[config.mk]
export PLATFORM = sky130hd
export DESIGN_NAME = switch_debouncer
export DESIGN_NICKNAME = d
export VERILOG_FILES = /design/src/rtl/switch_debouncer.sv
export SDC_FILE = /design/constraint.sdc
export NUM_CORES = 1
export LEC_CHECK = 0
export CAP_MARGIN = 20
export CORE_ASPECT_RATIO = 1.75
export CORE_MARGIN = 4
export CORE_UTILIZATION = 57
export DETAILED_ROUTE_END_ITERATION = 8
export HOLD_SLACK_MARGIN = 0.12
export PLACE_DENSITY = 0.75
export SYNTH_ARGS = -nofsm -noshare
export SYNTH_HDL_FRONTEND = slang
export SYNTH_SLANG_ARGS = --single-unit
[constraint.sdc]
create_clock -name clk_clk -period 4.4 [get_ports clk_clk]
set_clock_uncertainty 0.2 [all_clocks]
set_input_delay 0.88 -clock clk_clk [delete_from_list [all_inputs] [get_ports clk_clk]]
set_output_delay 0.88 -clock clk_clk [all_outputs]
set_load 0.05 [all_outputs]
[src/rtl/switch_debouncer.sv]
// Synchronises and debounces the slide-switch pins, with per-bit rise/fall strobes.
// Optional sticky change-capture flags are built when SW_DEBOUNCE_CAPTURE_EN is defined.
module switch_debouncer #(
  parameter int unsigned NUM_SW          = 10,
  parameter int unsigned SYNC_STAGES     = 2,
  parameter int unsigned DEBOUNCE_CYCLES = 1000000
) (
  input  logic              clk_clk,
  input  logic              reset_reset_n,
  input  logic [NUM_SW-1:0] sw_raw,
  output logic [NUM_SW-1:0] sw_clean,
  output logic [NUM_SW-1:0] sw_rise,
  output logic [NUM_SW-1:0] sw_fall,
  output logic              sw_any_change
`ifdef SW_DEBOUNCE_CAPTURE_EN
  ,
  input  logic [NUM_SW-1:0] capture_clr,
  output logic [NUM_SW-1:0] sw_capture
`endif
);

  localparam int unsigned    CNT_W    = $clog2(DEBOUNCE_CYCLES);
  localparam logic [CNT_W-1:0] CNT_LAST = CNT_W'(DEBOUNCE_CYCLES - 1);

  typedef enum logic {
    ST_STABLE   = 1'b0,
    ST_COUNTING = 1'b1
  } state_e;

  logic [NUM_SW-1:0] sync_q [SYNC_STAGES];
  logic [NUM_SW-1:0] sync_s;
  state_e            state_q [NUM_SW];
  state_e            state_d [NUM_SW];
  logic [CNT_W-1:0]  cnt_q   [NUM_SW];
  logic [CNT_W-1:0]  cnt_d   [NUM_SW];
  logic [NUM_SW-1:0] accept_c;
  logic [NUM_SW-1:0] clean_d;
  logic [NUM_SW-1:0] rise_d;
  logic [NUM_SW-1:0] fall_d;

  // Plain flop chain into the clock domain; nothing sits between stages.
  always_ff @(posedge clk_clk or negedge reset_reset_n) begin
    if (!reset_reset_n) begin
      for (int k = 0; k < SYNC_STAGES; k++) sync_q[k] <= '0;
    end else begin
      sync_q[0] <= sw_raw;
      for (int k = 1; k < SYNC_STAGES; k++) sync_q[k] <= sync_q[k-1];
    end
  end

  assign sync_s = sync_q[SYNC_STAGES-1];

  // Per-bit state and stability counter.
  always_ff @(posedge clk_clk or negedge reset_reset_n) begin
    if (!reset_reset_n) begin
      for (int i = 0; i < NUM_SW; i++) begin
        state_q[i] <= ST_STABLE;
        cnt_q[i]   <= '0;
      end
    end else begin
      for (int i = 0; i < NUM_SW; i++) begin
        state_q[i] <= state_d[i];
        cnt_q[i]   <= cnt_d[i];
      end
    end
  end

  // Next state: a disagreement must persist DEBOUNCE_CYCLES samples to be accepted.
  always_comb begin
    for (int i = 0; i < NUM_SW; i++) begin
      state_d[i]  = state_q[i];
      cnt_d[i]    = cnt_q[i];
      accept_c[i] = 1'b0;
      case (state_q[i])
        ST_STABLE: begin
          if (sync_s[i] != sw_clean[i]) begin
            state_d[i] = ST_COUNTING;
            cnt_d[i]   = CNT_W'(1);
          end else begin
            cnt_d[i] = '0;
          end
        end
        ST_COUNTING: begin
          if (sync_s[i] == sw_clean[i]) begin
            state_d[i] = ST_STABLE;
            cnt_d[i]   = '0;
          end else if (cnt_q[i] == CNT_LAST) begin
            accept_c[i] = 1'b1;
            state_d[i]  = ST_STABLE;
            cnt_d[i]    = '0;
          end else begin
            cnt_d[i] = cnt_q[i] + CNT_W'(1);
          end
        end
        default: begin
          state_d[i] = ST_STABLE;
          cnt_d[i]   = '0;
        end
      endcase
    end
  end

  // Outputs: an accepted bit flips its clean level and emits the matching strobe.
  always_comb begin
    clean_d = sw_clean ^ accept_c;
    rise_d  = accept_c & ~sw_clean;
    fall_d  = accept_c & sw_clean;
  end

  always_ff @(posedge clk_clk or negedge reset_reset_n) begin
    if (!reset_reset_n) begin
      sw_clean      <= '0;
      sw_rise       <= '0;
      sw_fall       <= '0;
      sw_any_change <= 1'b0;
    end else begin
      sw_clean      <= clean_d;
      sw_rise       <= rise_d;
      sw_fall       <= fall_d;
      sw_any_change <= |accept_c;
    end
  end

`ifdef SW_DEBOUNCE_CAPTURE_EN
  // Sticky change flags; a strobe in the same cycle as a clear keeps the flag set.
  always_ff @(posedge clk_clk or negedge reset_reset_n) begin
    if (!reset_reset_n) begin
      sw_capture <= '0;
    end else begin
      sw_capture <= (sw_capture & ~capture_clr) | sw_rise | sw_fall;
    end
  end
`endif

endmodule
Yosys cells after proc, flatten, opt, wreduce, memory -nomap -nowiden. Cells that the tools add are included.

Register bits after elaboration: 261. Bits in latches: 0. Memory bits (writable): 0. Memory bits (read-only): 0. Input bits: 12. Word-level logic and storage cells: 191. Memories: 0.

Add/subtract/negate cells: 10. $mul: 0. Div/mod/pow operators: 0. Magnitude comparators: 0. Equal/unequal tests: 30. Shift operators: 0. Multiplexer cells: 110. Bitwise gates (word level): 14. Reductions and logical operators: 1.

Operator list (count): 2-to-1 mux 20 bit (20); case mux 20 bit (2 select lines) (10); adder 20 x 1 -> 20 bit, second input constant (10); == test 20 bit, second input constant (10); 2-to-1 mux 1 bit (70); bitwise AND 10 bit (2); case mux 1 bit (2 select lines) (10); == test 1 bit (10); != test 1 bit (10); NOT 1 bit (10); NOT 10 bit (1); OR reduction 10 bit (1); XOR 10 bit (1).

Logic depth before layout (Yosys ltp).
Word-level depth: 5. Gate-level depth with buffers: 8. Mapped depth without buffers: 7.

Worst setup path after synthesis. No wires, ideal clock.

Path type: register to register. From: register cnt_q[20] (netlist name). To: register cnt_q[26] (netlist name). Setup time: 0.121 ns. Arrival: 1.783 ns. Path slack: 2.296 ns. Cell stages (with the launch flop): 7. Period minus slack after synthesis: 2.104 ns. Path through: dfrtp_1 > ha_1 > nand3_1 > or4_1 > o21bai_2 > buf_2 > nor2_1.

RTL lines: from (decl) (line 34) `logic [CNT_W-1:0] cnt_q [NUM_SW];`; from (signal, indexed assignment) (line 63) `cnt_q[i] <= cnt_d[i];`.

Worst setup path in the final report.
From: register sw_clean[2]. To: output sw_clean[2].

RTL lines: from (decl) (line 11) `output logic [NUM_SW-1:0] sw_clean,`; from (signal assigned) (line 117) `sw_clean <= clean_d;`.

No word-level cell between the ends.

==> impl_results.rst <==
.. list-table::
   :header-rows: 1

   * - Metric
     - Value
   * - Syn_area_per_cell
     - a little over 10 um^2
   * - Ratio of cells with drive above 1 in the final layout
     - 5.285%
   * - Area of the die
     - about 23000 um^2
   * - Count of buffer and inverter cells on the critical path
     - 1
   * - Adder and majority cell fraction of the synthesized area
     - under 10%
   * - Category of the most critical setup path
     - reg2out
   * - Nature of the critical path endpoint
     - output port
   * - Critical path peak fanout
     - 4
   * - Count of buffers added by post-CTS timing repair for setup
     - 0
   * - Share of the cycle needed by the critical path after routing
     - between 60% and 70%
   * - Top achievable clock speed
     - 0.3487 GHz
   * - Final Power
     - just under 0.005 W
   * - DRC violations left
     - 0
   * - Async SR Flop Fraction
     - 100.0%
   * - Post-DR vias/cell
     - 5.512
   * - Cell chain of the critical path
     - clkdlybuf4s50_1
   * - Multiplexer area fraction after synthesis
     - 0%
   * - Die width
     - 116.8 um
   * - Crit path max-delay family
     - buffers and inverters
   * - Clock period minus worst slack
     - 2.867 ns
   * - Setup repair after global routing missed its margin
     - no
   * - Number of nets in the final layout
     - between 1000 and 1500
   * - Critical Path AT
     - approximately 1.8 ns
   * - Sum of overflow across all layers after global routing
     - 0
   * - Detail Route Antenna Nets
     - 0
   * - Total routing resource utilization after global routing
     - about a fifth
   * - Number of buffers on the longest clock path
     - 3
   * - First-pass GRT wire length
     - ~38 mm
   * - Result of the run
     - completed
   * - Number of levels the H-tree was split into
     - 1
   * - Worst Hold Class
     - reg2reg
   * - Post-Synth Simple-Gate Area
     - a little under a quarter
   * - Area growth from synthesis to layout
     - 13.08%
   * - Final setup viols
     - 0
   * - Latest clock arrival within the worst-skew pair
     - approximately 0.52 ns
   * - Dpl cell area
     - ~12000 um^2
   * - Number of clock sinks
     - 261
   * - Pin count of the biggest net entering global routing
     - 118
   * - Detailed-route wire length
     - 21.26 mm
   * - Largest vdd supply drop
     - about 0.00035 V
   * - Count of pins over their slew limit
     - 0
   * - Detailed-routing iteration count for the pre-antenna-repair pass
     - 4
   * - Final Hold Violating Endpoints
     - 0
   * - Overall die height
     - between 150 and 200 um
   * - Kind of start point of the critical path
     - register
   * - Number of filler cells placed in the layout
     - approximately 1600
   * - Number of hold buffers added after CTS
     - 0
   * - Clock transition at the register clock pins on the worst setup and hold paths after CTS
     - 0.06 ns
   * - Count of placed standard cells in the final layout, fillers left out
     - between 1000 and 1500
   * - Routed WL per cell
     - about 15 um
   * - Fin worst setup slack
     - about 1.5 ns
   * - Synthesized area
     - ~12000 um^2
   * - Cell with the largest stage delay on the worst path
     - sky130_fd_sc_hd__clkdlybuf4s50_1
   * - Most frequent standard cell in the layout excluding fill and tap cells
     - sky130_fd_sc_hd__dfrtp_1
   * - Largest area contributor in the netlist
     - sky130_fd_sc_hd__dfrtp_1
   * - Core Footprint
     - approximately 20000 um^2
   * - Synth top area cells
     - sky130_fd_sc_hd__dfrtp_1 (55%), sky130_fd_sc_hd__xnor2_1 (7.8%), sky130_fd_sc_hd__nor2_1 (7.1%)
   * - TritonCTS clock tree
     - yes
   * - EDFF count, synth
     - 0
   * - Antenna cell count
     - 0
   * - Placed wire-length estimate
     - between 10 and 15 mm
   * - Post-synthesis instance total
     - around 1100
   * - Max_cap viols
     - 0
   * - Netlist cell types
     - 46
   * - Initial DRC Count
     - between 400 and 500
   * - Pre-CTS worst setup slack
     - approximately 1.8 ns
   * - Cell area after layout
     - 13350 um^2
   * - Clock buffer count from CTS
     - 25
   * - Post-Synthesis Net Count
     - between 1000 and 1500
   * - Number of global-route vias before repair
     - about 8300
   * - Number of standard-cell rows in the floorplan
     - 69
   * - Commonest cells after routing, fill and taps aside
     - sky130_fd_sc_hd__dfrtp_1 (261), sky130_fd_sc_hd__nor2_1 (224), sky130_fd_sc_hd__xnor2_1 (105), sky130_fd_sc_hd__xor2_1 (80), sky130_fd_sc_hd__nand3_1 (79)
   * - Count of state elements after synthesis
     - ~260
   * - Register area share after synthesis
     - between 50% and 60%
   * - Summed negative setup slack over all endpoints
     - 0 ns
   * - Area fraction of the dominant cell type after synthesis
     - between 50% and 60%
   * - Routed vias
     - slightly above 8000
   * - # port buffers
     - 42
   * - Power Density
     - about 370 nW/um^2
   * - Number of antenna violations at the first check in global routing
     - 0
   * - Remaining max-slew budget at the tightest pin
     - a little over a third
   * - Placer congestion estimate
     - approximately 0.84
   * - Pin slew with the least headroom to its limit
     - about 0.96 ns
   * - Io pins
     - 43
   * - Leakage power
     - roughly 5.7 nW
   * - Worst endpoint required time
     - approximately 3.3 ns
   * - Quantity of gates resized following cts
     - 0
   * - Largest family of logic cells by synthesized area
     - simple AND/OR/NAND/NOR gates
   * - Initial core utilization
     - around 58%
   * - Post-synthesis share of cell area spent on xor and xnor gates
     - 13.73%
   * - Synth Flop Type
     - sky130_fd_sc_hd__dfrtp_1
   * - Largest stage delay on the critical path
     - 0.84 ns
   * - Compound-Gate Fraction of Synth Area
     - under 10%
   * - Clock root cell
     - sky130_fd_sc_hd__clkbuf_16
   * - Instance count after placement with tap cells included
     - 1414
   * - Number of warnings issued by yosys
     - 0
-- sequential cells by signal (all words and copies together) (netlist names) --
register,count
sw_any_change,1
cnt_q,200
sync_s,10
sw_rise,10
state_q,10
sw_fall,10
sw_clean,10
sync_q,10
-- synth_stat cells, drive strengths merged (7+ instances only) --
cell type and count:
and3 34, o21ai 10, clkbuf 7, dfrtp 261
nand3 79, or3 8, nor4 29, nor2 224
a21oi 10, nand2 66, nor4b 10, buf 15
nand4 28, inv 46, nor3 27, nand2b 12
ha 30, xnor2 105, and4 10, xor2 80
-- cells by family after synthesis --
kind of cell,count (synthesis)
AO/OA/AOI/OAI,37
XOR/XNOR,185
adder cells (fa/ha/maj),30
buffers and inverters,68
flip-flops,261
AND/OR/NAND/NOR,558
-- layer usage --
metal	routed length [um]	GRT usage [%]	part of all wire, %
met1	8751	24.21	41
met2	11270	34.75	53
met3	752	2.752	3.5
met4	478	5.910	2.2
met5	0	0	0
-- final timing paths --
path | start | to | slack, ns | cells past startpoint
hold reg to reg | sync_q[11]$_DFF_PN0_ | sync_s[1]$_DFF_PN0_ | 0.15 | 0
setup / recovery | sw_clean[2]$_DFF_PN0_ | sw_clean[2] | 1.53 | 1
hold / removal | sync_q[11]$_DFF_PN0_ | sync_s[1]$_DFF_PN0_ | 0.15 | 0
min in group asynchronous | reset_reset_n | sync_q[13]$_DFF_PN0_ | 0.17 | 1
max in group asynchronous | reset_reset_n | cnt_q[163]$_DFF_PN0_ | 2.84 | 2
setup reg to reg | cnt_q[100]$_DFF_PN0_ | state_q[5]$_DFF_PN0_ | 1.79 | 6
-- per-stage QoR --
step           util (%)  hold WS, ns
3_3_place_gp      61.24       0.1320
3_5_place_dp      61.24       0.1355
4_1_cts           65.51       0.1495
6_report          65.51       0.1472
2_1_floorplan         -       0.1312
5_1_grt           65.51       0.1575
-- area by class of cell --
type / count / area [um^2] / share of cell area [%]
Sequential cell: 261 / 6531 / 48.94
Multi-Input combinational cell: 810 / 4974 / 37.26
Clock buffer: 32 / 691.9 / 5.184
Timing Repair Buffer: 49 / 490.5 / 3.675
Tap cell: 248 / 310.3 / 2.325
Clock inverter: 13 / 176.4 / 1.322
Inverter: 46 / 172.7 / 1.294
-- power breakdown --
| group | leakage [nW] | switching (W) | internal [W] |
|---|---|---|---|
| logic | 1.67 | 0.000115 | 0.0000486 |
| clock network | 0.421 | 0.000907 | 0.00135 |
| registers | 3.56 | 0.0000297 | 0.00244 |
(Power assumes the default switching activity.)
==> patch 1, RTL diff (config.mk and constraints unchanged) <==
The output `sw_rise` loses its register stage (`sw_rise` becomes a continuous assignment).
--- a/src/rtl/switch_debouncer.sv
+++ b/src/rtl/switch_debouncer.sv
@@ -111,14 +111,14 @@
     if (!reset_reset_n) begin
       sw_clean      <= '0;
-      sw_rise       <= '0;
       sw_fall       <= '0;
       sw_any_change <= 1'b0;
     end else begin
       sw_clean      <= clean_d;
-      sw_rise       <= rise_d;
       sw_fall       <= fall_d;
       sw_any_change <= |accept_c;
     end
   end
+
+  assign sw_rise = rise_d;
 
 `ifdef SW_DEBOUNCE_CAPTURE_EN
Behaviour: no difference found for any inputs over 4 cycles, from zero or initial values and one cycle with reset_reset_n low; that may be too few to reach the edited logic, so the function may still have changed.
==> patch 1 against the unedited design <==
  * First-iteration DRC count is 12% higher
  * Synthesized cell count is 0.88% lower
  * Via count is 1.3% lower
  * Design area is 1.9% lower
  * Largest cell class unchanged
  * Clock power is 4% lower
  * Total power is 3.7% lower
  * Final cell count is 0.89% lower
  * Non-clock buffer count is 3 higher
  * Routed wire length is 0.78% higher
  * Sequential share of layout area is 0.95 points lower
  * Synthesized area is 2.1% lower
  * Worst setup slack worse by 1.4 ns
  * Sequential cell count is 10 lower
==> patch 1: results (changes against the unedited design) <==
| Metric | Value |
|---|---|
| Routed WL | 21420 µm (was 21260 µm) |
| Worst Hold End | sync_s[2]$_DFF_PN0_ (was sync_s[1]$_DFF_PN0_) |
| Hold wc startpoint | sync_q[12]$_DFF_PN0_ (was sync_q[11]$_DFF_PN0_) |
| Average vias per placed instance | 5.491 (was 5.512) |
| Filler instances | 1538 (was 1614) |
| Syn Nets | 1171 (was 1181) |
| Largest cells by area after synthesis | dfrtp_1 (54%), xnor2_1 (8.0%), nor2_1 (7.3%) (was dfrtp_1 (55%), xnor2_1 (7.8%), nor2_1 (7.1%)) |
| Detailed Route Iter0 Violations | 493 (was 439) |
| Crit path from | cnt_q[153]$_DFF_PN0_ (was sw_clean[2]$_DFF_PN0_) |
| Leak | 5.546 nW (was 5.651 nW) |
| M1 WL | 8664 µm (was 8751 µm) |
| Clk network pwr share | 46.1% (was 46.2%) |
| CTS buffer count | 23 (was 25) |
| Placed insts | 1404 (was 1414) |
| Pre-CTS setup slack | 0.6460 ns (was 1.772 ns) |
| Met2 Wirelength | 11620 µm (was 11270 µm) |
| Reg2Reg Capture Point | cnt_q[106]$_DFF_PN0_ (was state_q[5]$_DFF_PN0_) |
| Synth Area in XOR/XNOR | 14.03% (was 13.73%) |
| Slew HR | 31.33% (was 35.23%) |
| Synth top cells by count | dfrtp_1 (251), nor2_1 (224), xnor2_1 (105) (was dfrtp_1 (261), nor2_1 (224), xnor2_1 (105)) |
| Critical Path End | sw_rise[2] (was sw_clean[2]) |
| Area grow syn2layout | 13.31% (was 13.08%) |
| Vias | 7940 (was 8042) |
| Vias in the first global route | 8217 (was 8340) |
| Psw | 0.0009819 W (was 0.001051 W) |
| Status | finished, final reports clean (unchanged) |
| GP Congestion | 0.8163 (was 0.8424) |
| Sequential-to-total area share from yosys stat | 54.37% (was 55.34%) |
| PnR worst setup slack | 0.1564 ns (was 1.533 ns) |
| Adder-cell area share of the yosys netlist | 3.249% (was 3.180%) |
| First-pass GRT wire length | 37440 µm (was 37580 µm) |
| Wire length on met3 | 604 µm (was 752 µm) |
| Largest net degree at the start of global routing | 103 (was 118) |
patch 1: metal layers:
| metal | vias to the layer above | global-route usage (%) |
|---|---|---|
| li1 | 3888 | - |
| met1 | 3905 | 24.23 |
| met2 | 104 | 35.76 |
| met3 | 43 | 2.488 |
| met4 | 0 | 6.366 |
| met5 | - | 0 |
patch 1: what timing repair did:
item / 4_1_cts / 5_1_grt
endpoints found under the setup margin: 0 / 4
buffers inserted: 0 / 0
resized for setup: 0 / 4
patch 1: worst register-to-register path: cells and delay by family, from the launching register on:
kind / cells / cell delay (ns)
adder cells (fa/ha/maj): 1 / 0.20
AND/OR/NAND/NOR: 3 / 0.85
flip-flops: 1 / 0.38
AO/OA/AOI/OAI: 1 / 0.59
buffers and inverters: 1 / 0.31
patch 1: layout make-up:
cell class | instances | area share (%)
Sequential cell | 251 | 47.98
Tap cell | 245 | 2.342
Timing Repair Buffer | 52 | 3.928
Clock inverter | 9 | 1.357
Inverter | 46 | 1.319
Multi-Input combinational cell | 810 | 38.08
Clock buffer | 33 | 4.989
==> patch 2, RTL diff (same flow settings) <==
Made on the original files. Add a define of `SW_DEBOUNCE_CAPTURE_EN`.
--- a/src/rtl/switch_debouncer.sv
+++ b/src/rtl/switch_debouncer.sv
@@ -1,4 +1,6 @@
 // Synchronises and debounces the slide-switch pins, with per-bit rise/fall strobes.
 // Optional sticky change-capture flags are built when SW_DEBOUNCE_CAPTURE_EN is defined.
+`define SW_DEBOUNCE_CAPTURE_EN
+
 module switch_debouncer #(
   parameter int unsigned NUM_SW          = 10,
Interface: changed (added capture_clr and sw_capture); port bits go from 43 to 63. No check against the original RTL was run, so the function may have changed too.
==> patch 2 against the unedited design <==
  * Design area up 4.6%
  * Non-clock buffer count up 20
  * Worst setup slack worse by 0.027 ns
  * Sequential cell count up 10
  * Register-to-register slack better by 0.04 ns
  * Routed wire length up 6.8%
  * Synthesized area up 3.9%
  * Critical path type unchanged
  * Total power up 1.1%
==> patch 2: results (changes against the unedited design) <==
| Metric | Value |
|---|---|
| CTS sink count | 271 (was 261) |
| Data buffer area share | 5.035% (was 3.675%) |
| Status | finished, final reports clean (unchanged) |
| Detailed Route Iter0 Violations | 449 (was 439) |
| # port buffers | 62 (was 42) |
| Hold wc startpoint | sync_q[17]$_DFF_PN0_ (was sync_q[11]$_DFF_PN0_) |
| Largest cells by area after synthesis | dfrtp_1 (55%), xnor2_1 (7.3%), nor2_1 (7.2%) (was dfrtp_1 (55%), xnor2_1 (7.8%), nor2_1 (7.1%)) |
| Slew HR | 37.36% (was 35.23%) |
| Post-CTS Setup Bufs | 0 (unchanged) |
| Async SR Flop Fraction | 100.0% (unchanged) |
| Routed WL | 22710 µm (was 21260 µm) |
| #MultiIn Comb | 824 (was 810) |
| Delay-heaviest family, CP | buffers and inverters (unchanged) |
| Vias | 8286 (was 8042) |
| Inverters excl. clock | 55 (was 46) |
| Tot GR Track Use | 19.83% (was 19.47%) |
| Reg2Reg Setup Slack | 1.83 ns (was 1.79 ns) |
| Multi-input logic portion of the cell area | 36.60% (was 37.26%) |
| Sequential-to-total area share from yosys stat | 55.31% (was 55.34%) |
| Leak | 5.989 nW (was 5.651 nW) |
| Worst path arrival time | 1.81 ns (was 1.79 ns) |
| Filler instances | 1602 (was 1614) |
| Synth top cells by count | dfrtp_1 (271), nor2_1 (236), xnor2_1 (102) (was dfrtp_1 (261), nor2_1 (224), xnor2_1 (105)) |
| CTS root buffer | clkbuf_16 (unchanged) |
| Worst Hold End | sync_s[7]$_DFF_PN0_ (was sync_s[1]$_DFF_PN0_) |
| Buffers, non-clock | 69 (was 49) |
| Reg2reg start | cnt_q[160]$_DFF_PN0_ (was cnt_q[100]$_DFF_PN0_) |
| Largest net degree at the start of global routing | 124 (was 118) |
| Count of nets after finishing | 1298 (was 1235) |
| Reg2Reg Capture Point | cnt_q[160]$_DFF_PN0_ (was state_q[5]$_DFF_PN0_) |
| First-pass GRT wire length | 40630 µm (was 37580 µm) |
| Vias in the first global route | 8898 (was 8340) |
| Share of layout cells above drive strength 1 | 4.822% (was 5.285%) |
| Fraction of area in registers | 48.56% (was 48.94%) |
| Yosys cell types | 51 (was 46) |
| Peak VDD IR | 0.0002743 V (was 0.0003523 V) |
| Clock Network Area Fraction | 6.074% (was 6.506%) |
| Initial antenna violation count | 0 (unchanged) |
patch 2: kinds of logic after synthesis:
family | share of synthesized area, %
DFF | 55.31
and+or+nand+nor | 23.44
xor gates and xnor gates | 13.50
buffers and inverters | 3.000
adders and majority gates | 3.062
AOI/OAI and AO/OA | 1.684
patch 2: where the power goes:
part | switching (W) | internal [W]
Sequential | 0.0000285 | 0.00253
Clock | 0.000926 | 0.00129
Combinational | 0.000113 | 0.0000538
Total | 0.00107 | 0.00387
patch 2: per-stage QoR:
stage                     area (µm²)  std cells  setup slack, ns  total power [W]  hold WS [ns]
final                          13970       1517            1.505         0.004940        0.1466
after global routing           13970       1517            1.440         0.005130        0.1547
after CTS                      13970       1517            1.475         0.005003        0.1498
after detailed placement       13120       1471            1.811         0.002774        0.1347
after global placement         13120       1471            1.907         0.002769        0.1314
after floorplan                12260       1179            2.214         0.002681        0.1312
patch 2: worst max path at each step:
stage                     startpoint                     to  slack, ns  cells after the start
6_report       sw_clean[0]$_DFF_PN0_            sw_clean[0]       1.51                      1
3_5_place_dp    cnt_q[160]$_DFF_PN0_   cnt_q[160]$_DFF_PN0_       1.81                      6
3_3_place_gp    cnt_q[160]$_DFF_PN0_   cnt_q[160]$_DFF_PN0_       1.91                      6
4_1_cts        sw_clean[0]$_DFF_PN0_            sw_clean[0]       1.48                      1
2_1_floorplan   cnt_q[160]$_DFF_PN0_  sw_clean[1]$_DFF_PN0_       2.21                      6
5_1_grt        sw_clean[9]$_DFF_PN0_            sw_clean[9]       1.44                      1
patch 2: metal layers:
metal / track usage, % / share of wire [%]
met1: 24.27 / 41
met2: 36.07 / 53
met5: 0 / 0
met3: 2.884 / 3.1
met4: 6.092 / 2.6
